$ cat src/rtl/sha256_msg_schedule.sv
// SHA-256 message schedule expander.
// Takes one padded 512-bit block and streams W[0..63] to the round engine
// over a valid/ready handshake. Only a 16-word sliding window is stored:
// each accepted word shifts the window down and appends the next W[t+16].
module sha256_msg_schedule #(
    parameter int ROUNDS = 64
) (
    input  logic         clock,
    input  logic         reset,
    input  logic         block_valid,
    input  logic [511:0] message_vector,
    output logic         block_ready,
    output logic         w_valid,
    input  logic         w_ready,
    output logic [31:0]  w_data,
    output logic [5:0]   w_index,
    output logic         schedule_complete,
    output logic         busy
);

    typedef enum logic [1:0] {
        IDLE,
        EMIT,
        DONE
    } state_t;

    localparam logic [5:0] LastIndex = 6'(ROUNDS - 1);

    state_t      r_state;
    state_t      w_nextState;
    logic [31:0] r_window [16];
    logic [5:0]  r_t;

    logic        w_load;
    logic        w_transfer;
    logic        w_lastWord;
    logic [31:0] w_newWord;

    // Small sigma functions of the schedule recurrence, written as rotations
    function automatic logic [31:0] sigma0(input logic [31:0] x);
        return {x[6:0], x[31:7]} ^ {x[17:0], x[31:18]} ^ (x >> 3);
    endfunction

    function automatic logic [31:0] sigma1(input logic [31:0] x);
        return {x[16:0], x[31:17]} ^ {x[18:0], x[31:19]} ^ (x >> 10);
    endfunction

    assign w_load     = (r_state == IDLE) && block_valid;
    assign w_transfer = (r_state == EMIT) && w_ready;
    assign w_lastWord = w_transfer && (r_t == LastIndex);

    // Next window word from pre-shift values: slots 14, 9, 1, 0 hold
    // W[t+14], W[t+9], W[t+1], W[t]; the sum wraps modulo 2^32
    assign w_newWord = sigma1(r_window[14]) + r_window[9] + sigma0(r_window[1]) + r_window[0];

    // Handshake outputs are decoded from registered state only; block_ready
    // is additionally gated by reset so it reads 0 while reset is held low
    assign block_ready       = (r_state == IDLE) && reset;
    assign w_valid           = (r_state == EMIT);
    assign busy              = (r_state != IDLE);
    assign schedule_complete = (r_state == DONE);
    assign w_data            = r_window[0];
    assign w_index           = r_t;

    // State register
    always_ff @(posedge clock or negedge reset) begin
        if (!reset) begin
            r_state <= IDLE;
        end else begin
            r_state <= w_nextState;
        end
    end

    // Next-state logic: load in IDLE, stream in EMIT, one DONE cycle after W[63]
    always_comb begin
        w_nextState = r_state;
        case (r_state)
            IDLE: begin
                if (block_valid) begin
                    w_nextState = EMIT;
                end
            end
            EMIT: begin
                if (w_lastWord) begin
                    w_nextState = DONE;
                end
            end
            DONE: begin
                w_nextState = IDLE;
            end
            default: begin
                w_nextState = IDLE;
            end
        endcase
    end

    // Window and word counter: big-endian load, shift-and-append on each accepted word;
    // the counter wraps to 0 after W[63] so words generated past it are simply dropped
    always_ff @(posedge clock or negedge reset) begin
        if (!reset) begin
            for (int i = 0; i < 16; i++) begin
                r_window[i] <= '0;
            end
            r_t <= '0;
        end else if (w_load) begin
            for (int i = 0; i < 16; i++) begin
                r_window[i] <= message_vector[511 - 32*i -: 32];
            end
            r_t <= '0;
        end else if (w_transfer) begin
            for (int i = 0; i < 15; i++) begin
                r_window[i] <= r_window[i + 1];
            end
            r_window[15] <= w_newWord;
            r_t          <= r_t + 6'd1;
        end
    end

endmodule
$ cat config.mk
export PLATFORM = sky130hd
export DESIGN_NAME = sha256_msg_schedule
export DESIGN_NICKNAME = d
export VERILOG_FILES = /design/src/rtl/sha256_msg_schedule.sv
export SDC_FILE = /design/constraint.sdc
export NUM_CORES = 2
export LEC_CHECK = 0
export CAP_MARGIN = 20
export CELL_PAD_IN_SITES_DETAIL_PLACEMENT = 0
export CELL_PAD_IN_SITES_GLOBAL_PLACEMENT = 2
export CORE_ASPECT_RATIO = 0.7
export CORE_UTILIZATION = 27
export DETAILED_ROUTE_END_ITERATION = 6
export GPL_ROUTABILITY_DRIVEN = 0
export GPL_TIMING_DRIVEN = 0
export HOLD_SLACK_MARGIN = 0.02
export PLACE_DENSITY_LB_ADDON = 0.1
export SLEW_MARGIN = 0
export SYNTH_ARGS = -nofsm -noshare
export SYNTH_HDL_FRONTEND = slang
export SYNTH_SLANG_ARGS = --single-unit
$ cat constraint.sdc
create_clock -name clock -period 4.3 [get_ports clock]
set_clock_uncertainty 0.15 [all_clocks]
set_input_delay 0.86 -clock clock [delete_from_list [all_inputs] [get_ports clock]]
set_output_delay 0.86 -clock clock [all_outputs]
set_load 0.02 [all_outputs]
==> metrics.cfg <==
[sta]
worst_margin_slew_ns=0.942
grt_setup_unrepaired=true
period_share_pct=99.2
finalSetupViolations=0
final.setup.tns_ns=0
relSlewSlack_pct=37.2
hold_viol_final=0
slew_violations=0
max_clock_freq_mhz=234
minimum_clock_period_after_layout_ns=4.27

[clocking]
cts_htree_levels=2
clk-insertion-delay-late_ns=0.66
numClockSinks=520
worst_setup_hold_path_clk_slew_ns=0.06
tritoncts_buffer_count=58
cts_buffer_depth=3
root_driver=sky130_fd_sc_hd__clkbuf_16
cts-hold-fix-buffers=0
tritoncts=built

[synthesis]
synth_sequential_area_ratio_pct=46.8
yosys-mux-area-fraction_pct=0.0720
synthesis.area_um2=27800
synth_enable_flop_cells=0
synth_ff_type=sky130_fd_sc_hd__dfrtp_1
synth_compound_gate_area_share_pct=14.4
synth-seq-cells=520
ys_warn_count=0
synth_simple_gate_area_share_pct=21.6
ys_types=54
largest_family_of_logic_cells_by_synthesized_area=simple AND/OR/NAND/NOR gates
synthXorXnorAreaFrac_pct=4.69
post_synth.cell_area_avg_um2=8.15
async_flop_share_pct=100
synth_adder_area_share_pct=5.91
mappedNetlistNets=4019
postSynthCellCount=3409

[grt]
antenna_found_initial=8
grt_pass1_wl_mm=192
grt_pass1_vias=27063
grt_start_max_net_pins=105
grt.overflow.total=0
grt_use_total_pct=25.7

[setup_path]
end_kind=flop
timing.critical_path.required_ns=4.65
worstPathCellList=xor2_1, xnor2_1, fa_1, fa_1, inv_1, ha_1, a21oi_1, o211ai_1, a41oi_2, nor3_1, or4_1, o211a_1, xnor2_2, o21ai_1
crit_top_cell=sky130_fd_sc_hd__fa_1
timing.critical_path.slowest_stage_cell=sky130_fd_sc_hd__fa_1
worst-endpoint-arrival_ns=4.62
path_class=reg2reg
worst_path_largest_cell_delay_ns=0.54
max_fo_critical_path=6
timing.critical_path.from_type=flop

[placement]
detailedPlacementHpwl_mm=110
portBuffers=557
placed_cell_area_um2=35300
dp.cells=5325

[layout]
final_standard_cell_utilization_of_the_core_pct=36.7
synthToLayoutAreaGrowth_pct=34.7
final_design_area_no_fill_um2=37500
layout.nets=4630
drive_above_1_share_pct=6.08
n_fill_cell=11035
finalNonFillerCells=5422

[run_status]
status=finished clean

[routing]
totalWireLength_mm=136
drtIter0Drc=2247
route.antenna.remaining_nets=0
route.detailed.vias_per_inst=4.91
detailedRoute.firstPassIterationCount=5
vias=26595
drt-wirelength-per-cell_um=25.2
drc_violations=0

[worst_hold_path]
min_path_type=in2async

[floorplanning]
die_area_um2=104000
core_region_area_um2=102000
die_x_um=386
chipHeight_um=270
effective_utilization_at_floorplan_pct=27.2
standard_cell_rows=98
io_pins=558

[run]
drv_cap=0

-- repair_timing --
item | 4_1_cts | 5_1_grt
setup endpoints to repair | 19 | 15
resized for setup | 25 | 26
cloned | 0 | 0
pin swaps | 3 | 8
setup buffers | 3 | 6
-- worst paths after layout --
kind | from | endpoint | slack, ns | depth (start not counted)
max reg2reg | r_window[34] | r_window[30] | 0.03 | 14
max in group asynchronous | reset | r_window[123] | 1.98 | 4
min | reset | r_window[378] | 0.05 | 1
min reg2reg | r_window[6] | r_window[6] | 0.33 | 2
min in group clock | r_window[6] | r_window[6] | 0.33 | 2
max | r_window[34] | r_window[30] | 0.03 | 14
-- routing by layer --
layer | wire length [um] | track usage [%]
met5 | 0 | 0
met3 | 7810 | 3.70
met1 | 68200 | 39.8
met2 | 58500 | 37.8
met4 | 1930 | 4.57
-- placed cells by master (no fill, tap or decap), types with 4 or more instances in the layout --
| master | synthesis | final |
|---|---|---|
| sky130_fd_sc_hd__nand2_1 | 1014 | 1013 |
| sky130_fd_sc_hd__clkdlybuf4s50_1 | 0 | 556 |
| sky130_fd_sc_hd__nor2_1 | 520 | 519 |
| sky130_fd_sc_hd__dfrtp_1 | 520 | 501 |
| sky130_fd_sc_hd__a31oi_1 | 489 | 489 |
| sky130_fd_sc_hd__clkbuf_1 | 233 | 227 |
| sky130_fd_sc_hd__inv_1 | 122 | 122 |
| sky130_fd_sc_hd__xnor2_1 | 95 | 88 |
| sky130_fd_sc_hd__fa_1 | 62 | 60 |
| sky130_fd_sc_hd__clkbuf_16 | 0 | 60 |
| sky130_fd_sc_hd__xor2_1 | 54 | 53 |
| sky130_fd_sc_hd__buf_2 | 47 | 47 |
| sky130_fd_sc_hd__a21oi_1 | 49 | 42 |
| sky130_fd_sc_hd__buf_4 | 32 | 41 |
| sky130_fd_sc_hd__o21ai_0 | 38 | 36 |
| sky130_fd_sc_hd__ha_1 | 32 | 30 |
| sky130_fd_sc_hd__dfrtp_2 | 0 | 19 |
| sky130_fd_sc_hd__a22oi_1 | 14 | 14 |
| sky130_fd_sc_hd__clkbuf_8 | 0 | 9 |
| sky130_fd_sc_hd__diode_2 | 0 | 8 |
| sky130_fd_sc_hd__xnor2_2 | 0 | 7 |
| sky130_fd_sc_hd__a21oi_2 | 0 | 7 |
| sky130_fd_sc_hd__bufinv_16 | 0 | 7 |
| sky130_fd_sc_hd__nand4_1 | 6 | 6 |
| sky130_fd_sc_hd__o21ai_1 | 6 | 6 |
| sky130_fd_sc_hd__clkinv_2 | 0 | 6 |
| sky130_fd_sc_hd__buf_16 | 0 | 6 |
| sky130_fd_sc_hd__nand3_1 | 5 | 5 |
| sky130_fd_sc_hd__nor3_1 | 5 | 5 |
| sky130_fd_sc_hd__nor2b_1 | 4 | 4 |
| sky130_fd_sc_hd__and2_1 | 5 | 4 |
| sky130_fd_sc_hd__buf_1 | 4 | 4 |
| sky130_fd_sc_hd__a211oi_1 | 5 | 4 |
| sky130_fd_sc_hd__buf_8 | 0 | 4 |
-- synth_stat cells (3+ instances only) --
master	number	share of area, %
sky130_fd_sc_hd__buf_2	47	0.85
sky130_fd_sc_hd__nor3_1	5	0.090
sky130_fd_sc_hd__nor2_1	520	7.0
sky130_fd_sc_hd__o21bai_1	3	0.081
sky130_fd_sc_hd__a22oi_1	14	0.38
sky130_fd_sc_hd__a311oi_1	3	0.095
sky130_fd_sc_hd__buf_4	32	0.86
sky130_fd_sc_hd__a211oi_2	3	0.14
sky130_fd_sc_hd__inv_1	122	1.6
sky130_fd_sc_hd__o21ai_0	38	0.68
sky130_fd_sc_hd__nor2b_1	4	0.090
sky130_fd_sc_hd__xor2_1	54	1.7
sky130_fd_sc_hd__a21o_1	3	0.081
sky130_fd_sc_hd__a211oi_1	5	0.14
sky130_fd_sc_hd__xnor2_1	95	3.0
sky130_fd_sc_hd__a21oi_1	49	0.88
sky130_fd_sc_hd__nand2_1	1014	14
sky130_fd_sc_hd__o21a_1	3	0.081
sky130_fd_sc_hd__fa_1	62	4.5
sky130_fd_sc_hd__buf_1	4	0.054
sky130_fd_sc_hd__nand4_1	6	0.14
sky130_fd_sc_hd__and3_1	3	0.068
sky130_fd_sc_hd__o21ai_1	6	0.11
sky130_fd_sc_hd__dfrtp_1	520	47
sky130_fd_sc_hd__a31oi_1	489	11
sky130_fd_sc_hd__and2_1	5	0.11
sky130_fd_sc_hd__ha_1	32	1.4
sky130_fd_sc_hd__nand3_1	5	0.090
sky130_fd_sc_hd__clkbuf_1	233	3.1
-- registers in the layout (all words and copies together) (netlist names) --
signal,cells
r_state,2
w_index,6
r_window,480
w_data,32
-- worst max-delay path, delay by kind of cell, from the launching register on --
family	cells	cell delay, ns
DFF	1	0.46
buffers and inverters	1	0.04
AOI/OAI and AO/OA	5	0.89
xor gates and xnor gates	3	0.64
and+or+nand+nor	2	0.52
adders and majority gates	3	1.42
-- area by class of cell --
cell class              instances  area, um2  area share [%]
multi-input cells            2451      13100            35.1
flip-flops and latches        520      13000            34.8
repair buffers                575       5860            15.6
clock buffers                  87       1690            4.52
well taps                    1350       1690            4.51
plain buffers                 292       1270            3.40
inverters                     122        458            1.22
clock inverters                17        297           0.792
diodes                          8       20.0          0.0534
-- metrics by stage --
| step | worst slack, ns | hold WS [ns] |
|---|---|---|
| after floorplan | 0.0882 | 0.300 |
| after global routing | -0.0909 | 0.0778 |
| after global placement | -23.73 | 0.313 |
| after CTS | 0.00160 | 0.0442 |
| final | 0.0333 | 0.0512 |
| after detailed placement | -0.550 | 0.321 |
-- logic make-up (layout without fill, tap and decap cells) --
logic type | after synthesis | count (layout)
AND/OR/NAND/NOR | 1573 | 1573
AO/OA/AOI/OAI | 633 | 633
flip-flops | 520 | 520
buffers and inverters | 438 | 1093
XOR/XNOR | 149 | 149
adder cells (fa/ha/maj) | 94 | 94
multiplexers | 2 | 2
other | 0 | 8
Power is not shown: default switching activity piles up to over one toggle a cycle in this logic, so the estimate is an artifact.
